`src/rtl/dcache_resp_if.sv`:
```
// rtl/dcache_resp_if.sv - main-memory request/ack port of the data cache
interface dcache_resp_if;
  logic        mm_req;
  logic        mm_we;
  logic [31:0] mm_addr;
  logic [31:0] mm_wdata;
  logic [31:0] mm_rdata;
  logic        mm_ack;

  modport master (output mm_req, mm_we, mm_addr, mm_wdata, input mm_rdata, mm_ack);
  modport slave  (input mm_req, mm_we, mm_addr, mm_wdata, output mm_rdata, mm_ack);
endinterface

```
`src/rtl/dcache_resp.sv`:
```
// rtl/dcache_resp.sv - direct-mapped write-through, no-write-allocate data cache
// Loads hit with zero wait; misses and all stores stall via data_hit until mm_ack.
module dcache_resp #(
  parameter int INDEX_BITS = 4
) (
  input  logic               clk,
  input  logic               rst_n,
  input  logic               mem_read,
  input  logic               mem_write,
  input  logic [31:0]        addr,
  input  logic [31:0]        write_data,
  output logic [31:0]        read_data,
  output logic               data_hit,
  dcache_resp_if.master      mm
);
  localparam int LINES = 1 << INDEX_BITS;
  localparam int TAG_W = 30 - INDEX_BITS;

  typedef enum logic [1:0] {IDLE, FILL, WRITE, DONE} state_t;

  state_t                 state_q, state_d;
  logic [LINES-1:0]       valid_q, valid_d;
  logic [TAG_W-1:0]       tag_q  [LINES];
  logic [31:0]            data_q [LINES];
  logic                   line_we;
  logic [TAG_W-1:0]       line_tag_d;
  logic [31:0]            line_data_d;
  logic                   mm_req_q, mm_req_d;
  logic                   mm_we_q, mm_we_d;
  logic [31:0]            mm_addr_q, mm_addr_d;
  logic [31:0]            mm_wdata_q, mm_wdata_d;
  logic [31:0]            resp_q, resp_d;

  logic [INDEX_BITS-1:0]  idx;
  logic [TAG_W-1:0]       tag;
  logic                   hit;
  logic                   unused_addr_bits;

  assign idx = addr[INDEX_BITS+1:2];
  assign tag = addr[31:INDEX_BITS+2];
  assign hit = valid_q[idx] && (tag_q[idx] == tag);
  assign unused_addr_bits = ^addr[1:0];

  assign mm.mm_req   = mm_req_q;
  assign mm.mm_we    = mm_we_q;
  assign mm.mm_addr  = mm_addr_q;
  assign mm.mm_wdata = mm_wdata_q;

  always_comb begin
    state_d     = state_q;
    valid_d     = valid_q;
    line_we     = 1'b0;
    line_tag_d  = tag;
    line_data_d = write_data;
    mm_req_d    = mm_req_q;
    mm_we_d     = mm_we_q;
    mm_addr_d   = mm_addr_q;
    mm_wdata_d  = mm_wdata_q;
    resp_d      = resp_q;
    data_hit    = 1'b0;
    read_data   = '0;

    case (state_q)
      IDLE: begin
        data_hit = 1'b1;
        // A simultaneous read+write is handled as a store.
        if (mem_write) begin
          data_hit   = 1'b0;
          state_d    = WRITE;
          mm_req_d   = 1'b1;
          mm_we_d    = 1'b1;
          mm_addr_d  = {addr[31:2], 2'b00};
          mm_wdata_d = write_data;
        end else if (mem_read) begin
          if (hit) begin
            read_data = data_q[idx];
          end else begin
            data_hit  = 1'b0;
            state_d   = FILL;
            mm_req_d  = 1'b1;
            mm_we_d   = 1'b0;
            mm_addr_d = {addr[31:2], 2'b00};
          end
        end
      end
      FILL: begin
        if (mm.mm_ack) begin
          line_we      = 1'b1;
          line_data_d  = mm.mm_rdata;
          valid_d[idx] = 1'b1;
          resp_d       = mm.mm_rdata;
          mm_req_d     = 1'b0;
          state_d      = DONE;
        end
      end
      WRITE: begin
        if (mm.mm_ack) begin
          // Write-through updates a resident line only; misses do not allocate.
          line_we     = hit;
          line_data_d = write_data;
          resp_d      = '0;
          mm_req_d    = 1'b0;
          state_d     = DONE;
        end
      end
      DONE: begin
        data_hit  = 1'b1;
        read_data = resp_q;
        state_d   = IDLE;
      end
      default: state_d = IDLE;
    endcase
  end

  always_ff @(posedge clk or negedge rst_n) begin
    if (!rst_n) begin
      state_q    <= IDLE;
      valid_q    <= '0;
      mm_req_q   <= 1'b0;
      mm_we_q    <= 1'b0;
      mm_addr_q  <= '0;
      mm_wdata_q <= '0;
      resp_q     <= '0;
    end else begin
      state_q    <= state_d;
      valid_q    <= valid_d;
      mm_req_q   <= mm_req_d;
      mm_we_q    <= mm_we_d;
      mm_addr_q  <= mm_addr_d;
      mm_wdata_q <= mm_wdata_d;
      resp_q     <= resp_d;
    end
  end

  // Tag/data arrays need no reset: valid bits gate every use.
  always_ff @(posedge clk) begin
    if (line_we) begin
      tag_q[idx]  <= line_tag_d;
      data_q[idx] <= line_data_d;
    end
  end
endmodule

```
`src/flat_wrapper.sv`:
```
// flat-port wrapper written by rule: the top's interface ports become plain ports
module dcache_resp_flat 
#(
  parameter int INDEX_BITS = 4
)
  (clk, rst_n, mem_read, mem_write, addr, write_data, read_data, data_hit, mm_mm_req, mm_mm_we, mm_mm_addr, mm_mm_wdata, mm_mm_rdata, mm_mm_ack);
  dcache_resp_if mm_i ();
  input  logic clk;
  input  logic rst_n;
  input  logic mem_read;
  input  logic mem_write;
  input  logic [31:0] addr;
  input  logic [31:0] write_data;
  output logic [31:0] read_data;
  output logic data_hit;
  output wire logic [$bits(mm_i.mm_req)-1:0] mm_mm_req;
  output wire logic [$bits(mm_i.mm_we)-1:0] mm_mm_we;
  output wire logic [$bits(mm_i.mm_addr)-1:0] mm_mm_addr;
  output wire logic [$bits(mm_i.mm_wdata)-1:0] mm_mm_wdata;
  input wire logic [$bits(mm_i.mm_rdata)-1:0] mm_mm_rdata;
  input wire logic [$bits(mm_i.mm_ack)-1:0] mm_mm_ack;
  assign mm_mm_req = mm_i.mm_req;
  assign mm_mm_we = mm_i.mm_we;
  assign mm_mm_addr = mm_i.mm_addr;
  assign mm_mm_wdata = mm_i.mm_wdata;
  assign mm_i.mm_rdata = mm_mm_rdata;
  assign mm_i.mm_ack = mm_mm_ack;
  dcache_resp #(.INDEX_BITS(INDEX_BITS)) u_core (.clk(clk), .rst_n(rst_n), .mem_read(mem_read), .mem_write(mem_write), .addr(addr), .write_data(write_data), .read_data(read_data), .data_hit(data_hit), .mm(mm_i));
endmodule
```
`config.mk`:
```
export PLATFORM = sky130hd
export DESIGN_NAME = dcache_resp_flat
export DESIGN_NICKNAME = d
export VERILOG_FILES = /design/src/rtl/dcache_resp_if.sv /design/src/rtl/dcache_resp.sv /design/src/flat_wrapper.sv
export SDC_FILE = /design/constraint.sdc
export NUM_CORES = 1
export LEC_CHECK = 0
export CORE_ASPECT_RATIO = 1.5
export CORE_MARGIN = 2
export CORE_UTILIZATION = 45
export DETAILED_ROUTE_END_ITERATION = 8
export GPL_ROUTABILITY_DRIVEN = 0
export GPL_TIMING_DRIVEN = 0
export PLACE_DENSITY = 0.69
export SLEW_MARGIN = 25
export SYNTH_ARGS = -nofsm -noshare
export SYNTH_HDL_FRONTEND = slang
export SYNTH_SLANG_ARGS = --single-unit
```
`constraint.sdc`:
```
create_clock -name clk -period 15.63 [get_ports clk]
set_input_delay 3.9075 -clock clk [delete_from_list [all_inputs] [get_ports clk]]
set_output_delay 3.9075 -clock clk [all_outputs]
set_load 0.02 [all_outputs]
```
==> results.md <==
- Outcome: completed
- Initial drt markers: 3050
- Cell-internal power: around 5.1 mW
- Gr usage total: 25.2%
- Layout cell share with drive strength beyond 1: around a quarter
- PortBufs: 190
- CTS tree: built
- Number of global-route vias before repair: 24700
- ANT nets after route: 0
- HP Class: register to register
- Final Cell Area: 50000 um^2
- Synth top area share: 66.5%
- Clk network pwr share: 33.3%
- Period minus WS final: approximately 14 ns
- Post-synth EDFFs: 928
- Power Density: 140 nW/um^2
- Syn Std Cell Area: 41900 um^2
- WL met2: ~60000 um
- CTS buffer count: 94
- Max VDD drop: 123 uV
- Global route overflow: 0
- Layout Skew: 0.0412 ns
- Final hold vios: 0
- CP Class: input port to output pin
- M1 WL: 41900 um
- Sequential share of power: 48.3%
- Endpoint class of the critical path: output pin
- Synth Flop Type: edfxtp_1
- Final net count: around 2700
- Max Cap Viol: 0
- Clock Sinks: 1042
- Die height: 378 um
- P&R area growth vs syn: 19.2%
- Postcts setup bufs: 0
- Worst EP required: about 12 ns
- DRC: 0
- Num rows: 137
- Synth top area cells: edfxtp_1, mux4_2, dfrtp_1
- Max Freq: approximately 0.074 GHz
- Crit path max fanout: 10
- Routed len/inst: 30.4 um
- Core ar.: roughly 93000 um^2
- Post-DP Area: 46900 um^2
- Asr flop ratio synth: between 10% and 20%
- Hold Slack: 0.480 ns
- Leak: around 17 nW
- Register bit total from synthesis: 1042
- Hold-fix buffers at CTS: 0
- Clk buf depth: 3
- RSZ-0062 raised after global routing: false
- Worst skew pair latency: 0.69 ns
- Slew of the pin with the lowest slew margin: 1.11 ns
- Metal3 WL: ~11000 um
- Cells after Synth: 2116
- Fillers: 7105
- Top sig layer: met4
- CP Launch Type: input port
- Switching power: 1.90 mW
- Inserted Diodes: 0
- Mean post-synth cell area: 19.8 um^2
- Initial Util: about 45%
- Worst EP arrival: roughly 9.6 ns
- Synth unique cells: 67
- Max-slew headroom at the worst pin: 26.0%
- Final Util: approximately 54%
- Seq/Total Area, Yosys: 73.3%
- Fin. max-slew vios: 0
- Final WL: 119000 um
- Drt first pass iters: 6
- Io pins: 200
- Tcrit/Tclk final: around 86%
- Htree depth: 3
- Dominant cell type by area after synthesis: edfxtp_1
- Setup TNS Final: 0 ns
- Clk root buf: clkbuf_16
- Synth warn: 0
- Drt via density: around 6.1
- Initial antenna violation count: 1
- Die width: around 250 um
- Switching share of power: 27.2%
- Clk pin slew, worst setup/hold paths: around 0.060 ns
- Die ar.: 95700 um^2
- Final setup viols: 0
- Largest net degree at the start of global routing: 87
- Vias: approximately 24000
- Post-CTS sizing: 0
- Combinational Power Share: 18.3%
- DP Wirelength: ~85000 um
- First-pass GRT wire length: 171000 um
==> power groups by stage <==
stage	clock network (mW)	logic, mW	registers (mW)
6_report	2.33	1.28	3.37
5_1_grt	2.45	1.36	3.39
4_1_cts	2.34	1.27	3.37
3_5_place_dp	0	1.27	3.43
3_3_place_gp	0	1.21	3.42
2_1_floorplan	0	0.602	3.51
==> critical path, stage by stage <==
cell	delay, ns
clkdlybuf4s50_1	0.61
buf_2	0.35
buf_2	0.39
buf_1	0.67
mux4_2	0.42
mux2i_1	0.18
xor2_1	0.38
nand3_1	0.14
o41ai_1	0.10
nand4_1	0.55
nor3_4	0.63
buf_6	0.27
a22o_1	0.30
clkdlybuf4s50_1	0.66
==> cells in the mapped netlist (all sizes together) (6+ instances only) <==
| cell | n |
|---|---|
| inv | 59 |
| nor3 | 6 |
| clkbuf | 75 |
| a2bb2oi | 19 |
| edfxtp | 928 |
| a21oi | 39 |
| xor2 | 12 |
| xnor2 | 21 |
| mux2i | 49 |
| o21bai | 17 |
| mux4 | 253 |
| o311ai | 30 |
| o2111ai | 34 |
| a22oi | 7 |
| nand2 | 115 |
| and3 | 33 |
| dfrtp | 114 |
| nand2b | 7 |
| mux2 | 50 |
| a22o | 50 |
| nor2b | 9 |
| nor2 | 11 |
| o22ai | 26 |
| nor4 | 19 |
| nand3 | 6 |
| o21ai | 10 |
| buf | 63 |
==> cell usage in the layout (no fill, tap or decap), types with 11 or more instances in the layout <==
master           synthesis  layout
clkbuf_16                0      99
xnor2_1                 21      21
a21oi_1                 37      37
o21bai_1                17      17
nor2_1                  11      11
clkinv_2                 0      13
a2bb2oi_1               19      19
buf_6                   13      48
buf_4                    9      75
and3_1                  33      33
o2111ai_1               34      34
o22ai_1                 26      26
a22o_1                  50      50
buf_2                   30     106
xor2_1                  12      12
clkdlybuf4s50_1          0     186
clkinv_1                 1      23
edfxtp_1               928     928
inv_1                   58      58
nand2_1                114     114
clkbuf_1                75      86
mux2_2                  50      50
mux2i_1                 49      49
o311ai_1                30      30
dfrtp_1                114     114
mux4_2                 253     253
==> through the flow <==
stage          worst slack, ns  instances  power [mW]
2_1_floorplan             3.21       2117        4.11
3_5_place_dp              2.12       3739        4.70
3_3_place_gp             -6.43       3558        4.63
5_1_grt                   1.98       3910        7.20
6_report                  2.12       3910        6.98
4_1_cts                   2.13       3910        6.99
==> path summary, 6_finish.rpt <==
kind | startpoint | endpoint | slack, ns | depth (start not counted)
worst max-delay path | addr[5] | read_data[3] | 2.12 | 14
worst min-delay path | u_core.valid_q[1] | u_core.valid_q[1] | 0.48 | 1
worst max register to register | u_core.tag_q[7][14] | u_core.data_q[6][19] | 9.99 | 12
worst min register to register | u_core.valid_q[1] | u_core.valid_q[1] | 0.48 | 1
max in group asynchronous | rst_n | u_core.mm.mm_addr[11] | 11.74 | 2
min in group asynchronous | rst_n | u_core.mm.mm_wdata[3] | 3.09 | 1
==> cell families after synthesis <==
family / synth area share, %
compound gates: 4.92
mux: 16.1
fa+ha+maj: 0.119
buf+inv: 2.18
flops: 73.3
simple gates: 2.69
xor+xnor: 0.690
other cells: 0.00895
==> sequential cells by signal, indices dropped and copies added, names as in the netlist <==
register,count
u_core.mm.mm_req,1
u_core.resp_q,32
u_core.state_q,2
u_core.valid_q,16
u_core.mm.mm_wdata,32
u_core.mm.mm_addr,30
u_core.data_q,512
u_core.mm.mm_we,1
u_core.tag_q,416
==> area by class of cell <==
class / count / area [um^2] / share of cell area [%]
sequential: 1042 / 30700 / 61.5
multi-input combinational: 877 / 10400 / 20.9
tap: 1251 / 1570 / 3.13
timing repair buffer: 371 / 3260 / 6.53
buffer: 138 / 699 / 1.40
clock inverter: 54 / 498 / 0.997
clock buffer: 117 / 2560 / 5.13
inverter: 60 / 225 / 0.451
==> layer usage <==
| metal | track usage [%] | vias up |
|---|---|---|
| li1 | - | 9676 |
| met1 | 30.7 | 12500 |
| met2 | 43.1 | 1480 |
| met3 | 5.23 | 304 |
| met4 | 11.6 | 0 |
| met5 | 0 | - |
(Power assumes the default switching activity.)
